--- src/rtl/plate_pkg.sv ---
// Shared types, defaults and helpers for the plate manager block.
package plate_pkg;
    localparam int          DEF_N_PLATES  = 6;
    localparam int          DEF_SPACING   = 80;
    localparam int          DEF_BASE_Y    = 16;
    localparam logic [15:0] DEF_LFSR_SEED = 16'hACE1;

    localparam int PLATE_W = 64;
    localparam int X_BASE  = PLATE_W;
    localparam int X_STEP  = 80;
    localparam int X_MIN   = 32;
    localparam int COORD_W = 20;

    typedef logic [COORD_W-1:0] coord_t;

    typedef enum logic [1:0] {
        IDLE,
        SCROLL,
        SCAN,
        DONE
    } state_e;

    // World coordinates clamp at the top of the 20-bit range instead of wrapping.
    function automatic coord_t sat_add(coord_t a, coord_t b);
        logic [COORD_W:0] sum;
        sum = {1'b0, a} + {1'b0, b};
        return sum[COORD_W] ? '1 : sum[COORD_W-1:0];
    endfunction
endpackage

--- src/rtl/plate_manager_if.sv ---
// Frame request / plate placement bundle between the frame controller and the plate manager.
interface plate_manager_if #(
    parameter int N_PLATES = plate_pkg::DEF_N_PLATES
);
    import plate_pkg::*;

    logic                         frame;
    logic [7:0]                   scroll_amt;
    coord_t                       screen_height;
    logic [N_PLATES*COORD_W-1:0]  plate_x_init;
    logic [N_PLATES*COORD_W-1:0]  plate_y_init;
    logic                         busy;
    logic                         done;
    logic                         overrun;

    modport master (
        output frame, scroll_amt,
        input  screen_height, plate_x_init, plate_y_init, busy, done, overrun
    );

    modport slave (
        input  frame, scroll_amt,
        output screen_height, plate_x_init, plate_y_init, busy, done, overrun
    );
endinterface

--- src/rtl/lfsr16.sv ---
// 16-bit Fibonacci LFSR (taps 16,14,13,11) used to pick respawn X positions.
module lfsr16 #(
    parameter logic [15:0] SEED = 16'hACE1
) (
    input  logic        clk,
    input  logic        rst,
    input  logic        en,
    output logic [15:0] q
);
    // NOTE: sequential state uses non-blocking assignments so every flop samples pre-edge values.
    always_ff @(posedge clk) begin
        if (rst) begin
            q <= SEED;
        end else if (en) begin
            q <= {q[14:0], q[15] ^ q[13] ^ q[12] ^ q[10]};
        end
    end
endmodule

--- src/rtl/plate_manager.sv ---
// Per-frame plate update: scroll the screen, then recycle plates that fell below it to the top.
module plate_manager
    import plate_pkg::*;
#(
    parameter int          N_PLATES  = DEF_N_PLATES,
    parameter int          SPACING   = DEF_SPACING,
    parameter int          BASE_Y    = DEF_BASE_Y,
    parameter logic [15:0] LFSR_SEED = DEF_LFSR_SEED
) (
    input  logic clk,
    input  logic rst,
    plate_manager_if.slave bus
);
    localparam int IDX_W = (N_PLATES > 1) ? $clog2(N_PLATES) : 1;
    localparam logic [IDX_W-1:0] LAST_IDX = IDX_W'(N_PLATES - 1);

    state_e           state_q;
    logic [7:0]       amt_q;
    coord_t           screen_height_q;
    coord_t           top_y_q;
    coord_t           x_q [N_PLATES];
    coord_t           y_q [N_PLATES];
    logic [IDX_W-1:0] idx_q;
    logic             busy_q;
    logic             done_q;
    logic             overrun_q;

    logic [15:0]      lfsr_q;
    logic [6:0]       lfsr_unused;
    coord_t           cur_y;
    logic             respawn;
    coord_t           new_top_d;
    coord_t           new_x_d;

    lfsr16 #(.SEED(LFSR_SEED)) u_lfsr (
        .clk (clk),
        .rst (rst),
        .en  (1'b1),
        .q   (lfsr_q)
    );

    // Only the low nine LFSR bits shape the X position.
    assign lfsr_unused = lfsr_q[15:9];

    // NOTE: every always_comb output gets a default first so no path leaves it unassigned (no latch).
    always_comb begin
        cur_y = '0;
        for (int i = 0; i < N_PLATES; i++) begin
            if (idx_q == IDX_W'(i)) cur_y = y_q[i];
        end
        respawn   = (state_q == SCAN) && (cur_y < screen_height_q);
        new_top_d = sat_add(top_y_q, coord_t'(SPACING));
        new_x_d   = coord_t'(lfsr_q[8:0]) + coord_t'(X_MIN);
    end

    always_ff @(posedge clk) begin
        if (rst) begin
            state_q         <= IDLE;
            amt_q           <= '0;
            screen_height_q <= '0;
            top_y_q         <= coord_t'(BASE_Y + (N_PLATES - 1) * SPACING);
            idx_q           <= '0;
            busy_q          <= 1'b0;
            done_q          <= 1'b0;
            overrun_q       <= 1'b0;
            // NOTE: the plate arrays are live state with defined start positions, so they are reset like any flop.
            for (int i = 0; i < N_PLATES; i++) begin
                y_q[i] <= coord_t'(BASE_Y + i * SPACING);
                x_q[i] <= coord_t'(X_BASE + i * X_STEP);
            end
        end else begin
            done_q <= 1'b0;
            if (bus.frame && (state_q != IDLE)) overrun_q <= 1'b1;

            case (state_q)
                IDLE: begin
                    if (bus.frame) begin
                        amt_q   <= bus.scroll_amt;
                        busy_q  <= 1'b1;
                        state_q <= SCROLL;
                    end
                end
                SCROLL: begin
                    screen_height_q <= sat_add(screen_height_q, coord_t'(amt_q));
                    idx_q           <= '0;
                    state_q         <= SCAN;
                end
                SCAN: begin
                    // Respawns chain through top_y so several in one scan stack upward.
                    if (respawn) top_y_q <= new_top_d;
                    for (int i = 0; i < N_PLATES; i++) begin
                        if (respawn && (idx_q == IDX_W'(i))) begin
                            y_q[i] <= new_top_d;
                            x_q[i] <= new_x_d;
                        end
                    end
                    if (idx_q == LAST_IDX) begin
                        state_q <= DONE;
                    end else begin
                        idx_q <= idx_q + IDX_W'(1);
                    end
                end
                DONE: begin
                    done_q  <= 1'b1;
                    busy_q  <= 1'b0;
                    state_q <= IDLE;
                end
                default: state_q <= IDLE;
            endcase
        end
    end

    assign bus.screen_height = screen_height_q;
    assign bus.busy          = busy_q;
    assign bus.done          = done_q;
    assign bus.overrun       = overrun_q;

    always_comb begin
        bus.plate_x_init = '0;
        bus.plate_y_init = '0;
        for (int i = 0; i < N_PLATES; i++) begin
            bus.plate_x_init[i*COORD_W +: COORD_W] = x_q[i];
            bus.plate_y_init[i*COORD_W +: COORD_W] = y_q[i];
        end
    end
endmodule

--- src/flat_wrapper.sv ---
// flat-port wrapper written by rule: the top's interface ports become plain ports
module plate_manager_flat import plate_pkg::*;
#(
    parameter int          N_PLATES  = DEF_N_PLATES,
    parameter int          SPACING   = DEF_SPACING,
    parameter int          BASE_Y    = DEF_BASE_Y,
    parameter logic [15:0] LFSR_SEED = DEF_LFSR_SEED
)
  (clk, rst, bus_frame, bus_scroll_amt, bus_screen_height, bus_plate_x_init, bus_plate_y_init, bus_busy, bus_done, bus_overrun);
  plate_manager_if #(.N_PLATES(N_PLATES)) bus_i ();
  input  logic clk;
  input  logic rst;
  input wire logic [$bits(bus_i.frame)-1:0] bus_frame;
  input wire logic [$bits(bus_i.scroll_amt)-1:0] bus_scroll_amt;
  output wire logic [$bits(bus_i.screen_height)-1:0] bus_screen_height;
  output wire logic [$bits(bus_i.plate_x_init)-1:0] bus_plate_x_init;
  output wire logic [$bits(bus_i.plate_y_init)-1:0] bus_plate_y_init;
  output wire logic [$bits(bus_i.busy)-1:0] bus_busy;
  output wire logic [$bits(bus_i.done)-1:0] bus_done;
  output wire logic [$bits(bus_i.overrun)-1:0] bus_overrun;
  assign bus_i.frame = bus_frame;
  assign bus_i.scroll_amt = bus_scroll_amt;
  assign bus_screen_height = bus_i.screen_height;
  assign bus_plate_x_init = bus_i.plate_x_init;
  assign bus_plate_y_init = bus_i.plate_y_init;
  assign bus_busy = bus_i.busy;
  assign bus_done = bus_i.done;
  assign bus_overrun = bus_i.overrun;
  plate_manager #(.N_PLATES(N_PLATES), .SPACING(SPACING), .BASE_Y(BASE_Y), .LFSR_SEED(LFSR_SEED)) u_core (.clk(clk), .rst(rst), .bus(bus_i));
endmodule
--- config.mk ---
export PLATFORM = sky130hd
export DESIGN_NAME = plate_manager_flat
export DESIGN_NICKNAME = d
export VERILOG_FILES = /design/src/rtl/plate_pkg.sv /design/src/rtl/plate_manager_if.sv /design/src/rtl/lfsr16.sv /design/src/rtl/plate_manager.sv /design/src/flat_wrapper.sv
export SDC_FILE = /design/constraint.sdc
export NUM_CORES = 1
export LEC_CHECK = 0
export CAP_MARGIN = 0
export CORE_MARGIN = 3
export CORE_UTILIZATION = 50
export CTS_BUF_LIST = sky130_fd_sc_hd__clkbuf_16
export CTS_CLUSTER_SIZE = 10
export DETAILED_ROUTE_END_ITERATION = 16
export GPL_TIMING_DRIVEN = 0
export PLACE_DENSITY_LB_ADDON = 0.08
export RECOVER_POWER = 25
export SYNTH_ARGS = -nofsm -noshare
export SYNTH_HDL_FRONTEND = slang
export SYNTH_SLANG_ARGS = --single-unit
--- constraint.sdc ---
create_clock -name clk -period 7 [get_ports clk]
set_input_delay 0.7 -clock clk [delete_from_list [all_inputs] [get_ports clk]]
set_output_delay 0.7 -clock clk [all_outputs]
set_load 0.005 [all_outputs]
==> metrics <==
Worst Tran Pin Value 1.32 ns; WHS 0.415 ns; share of synthesized registers carrying an async set or reset 0; register area share after synthesis 0.587; vias in the first global route 8752; Critical Path RT between 6 and 7 ns; total track usage 0.272; total power 0.00420 W; Tcrit/Tclk final 0.900; Worst Setup End Kind flop; count of cell types in the netlist 61; Post-CTS Resized 0; Worst Hold Class flop to flop; dpl cells 1670; Routed WL 35.2 mm; hold_sp u_core.u_lfsr.q[9]; Pre-Repair DR Iteration Count 6; Yosys reg bits 252; critical path arrival 6.27 ns; Top FF cell, synth edfxtp_1; initial core utilization 0.512; commonest non-fill, non-tap cell in the layout nor2_1; Initial DRC Count 925; Place WS 0.646 ns; max_cap viols 0; Final WS setup between 0.6 and 0.7 ns; hold_buf cts 0; share of layout cells above drive strength 1 0.121; Worst setup SP type flop; R2R cell count 19; CTS tree built; PortBufs 213; EDFF count, synth 180; Yosys warning count 0; Post CTS Setup Buffer Count 0; vias 9385; Die W about 160 microns; DRT antenna net count 0; initial antenna violation count 0; Clock Latency Late Sink 0.54 ns; critical path fanouts, max 30; Core Util, Final 0.673; DR DRC count 0; first-pass GRT wire length approximately 52 mm; Placer Congestion 0.913; n_diodes 0; HPWL Detailed 26.4 mm; Pleak about 5.8 nW; R2R Path End u_core.y_q[3][3]; Final Hold Fails 0; vias per cell 5.45; syn_area_per_cell 10.8 sq um; die height ~160 microns; Setup-failing EPs final 0; Finished Layout Cells between 1500 and 2000; clk_skew 0.0157 ns; CTS Buffer Depth 3; RSZ-0062 raised after global routing no; Gate Count Post-Synth roughly 1100; RR Startpoint u_core.idx_q[0]; Reg clk slew, reported paths 0.06 ns; grt total ovfl 0; CORE AREA 0.0228 sq mm; # rows 55; Final nets 1438; hold path depth 1; DIE AREA 0.0252 sq mm; num ports 274; DR WL/cell 20.4 microns; PD cells 274 mW/mm^2; commonest cells after routing, fill and taps aside nor2_1, edfxtp_1, dlygate4sd3_1, a21oi_1, dfxtp_1; fin. max-slew vios 0; Hold Path Sink u_core.u_lfsr.q[10]; Synth Cell Area 0.0117 sq mm; r2r setup slk ~0.70 ns; clock sinks 252; maximum clock rate 0.159 GHz; Clock Tree Root clkbuf_16; Area Overhead vs Synth 31.4%; crit path kind flop to flop; Final min period 6.30 ns; CTS H-tree depth 1; TritonCTS buffer count 29; VDD IR-drop max approximately 0.22 mV; Slew HR 0.117; largest net degree at the start of global routing 31; status completed
synth_stat cells, types with 17 or more instances:
library cell  count  area share
nor3_1           26       0.011
o22ai_1          19       0.010
edfxtp_1        180        0.46
buf_4            64       0.041
a211oi_1         24       0.015
a22oi_1          19       0.012
ha_1             38       0.041
nor2_2           21       0.011
inv_1            43       0.014
nand2_1          60       0.019
nor2_1          194       0.062
a21oi_1          72       0.031
dfxtp_1          72        0.12
clkbuf_1         33       0.011
nand3_1          28       0.012
o21ai_0          17      0.0073
logic make-up after synthesis:
family,Yosys count,share of synthesized area
flip-flops,252,0.587
buffers and inverters,164,0.0783
XOR/XNOR,24,0.0180
AO/OA/AOI/OAI,208,0.118
multiplexers,2,0.00172
adder cells (fa/ha/maj),39,0.0425
other,1,0.000322
AND/OR/NAND/NOR,392,0.154
registers in the layout (all words and copies together), names as in the netlist:
register	count
u_core.amt_q	8
u_core.bus.busy	1
u_core.bus.done	1
u_core.bus.overrun	1
u_core.bus.screen_height	20
u_core.idx_q	3
u_core.state_q	2
u_core.top_y_q	20
u_core.u_lfsr.q	16
u_core.x_q	60
u_core.y_q	120
worst max path at each step:
stage / slack, ns / start / to
3_5_place_dp: 0.65 / u_core.idx_q[0] / u_core.y_q[3][17]
6_report: 0.70 / u_core.idx_q[0] / u_core.y_q[3][3]
5_1_grt: 0.25 / u_core.idx_q[0] / u_core.y_q[3][3]
3_3_place_gp: -1.32 / u_core.idx_q[0] / u_core.x_q[0][8]
2_1_floorplan: 1.12 / u_core.idx_q[0] / u_core.x_q[0][0]
4_1_cts: 0.67 / u_core.idx_q[0] / u_core.y_q[3][3]
layout make-up:
class / count / area [sq um]
tap: 313 / 392
multi-input combinational: 725 / 4130
clock buffer: 29 / 726
clock inverter: 24 / 95.1
timing repair buffer: 216 / 2210
sequential: 252 / 6850
fill: 1800 / 7460
buffer: 121 / 751
inverter: 43 / 161
worst max-delay path: stages, from the launching register on:
cell and delay (ns):
dfxtp_1 0.33, inv_1 0.11, ha_1 0.29, nand2b_1 0.08, clkbuf_1 0.28, nor2_2 0.56
buf_2 0.37, a22oi_1 0.18, a211oi_1 0.32, a21oi_1 0.10, a21oi_1 0.23, ha_1 0.15
nand4_1 0.11, nor4_1 0.57, o211ai_1 0.19, o211ai_2 0.39, buf_6 0.21, buf_4 0.20
or2_1 0.24, nand2_1 0.80
per-layer routing:
metal | wire, microns | track usage | share of wire
met5 | 0 | 0 | 0
met4 | 880 | 0.0705 | 0.025
met3 | 3470 | 0.0530 | 0.099
met2 | 16400 | 0.436 | 0.47
met1 | 14400 | 0.383 | 0.41
per-stage QoR:
stage	TNS, ns	area (sq um)
finish	0	15300
global route	0	15300
CTS	0	15300
detailed placement	0	14500
global placement	-39.55	14400
floorplan	0	11900
report_power, final:
part | internal [W] | leakage [nW] | switching, W
Combinational | 0.000440 | 2.94 | 0.000666
Clock | 0.000740 | 0.484 | 0.000579
Sequential | 0.00170 | 2.35 | 0.0000690
Note: power is estimated with default switching activity, not from simulation.
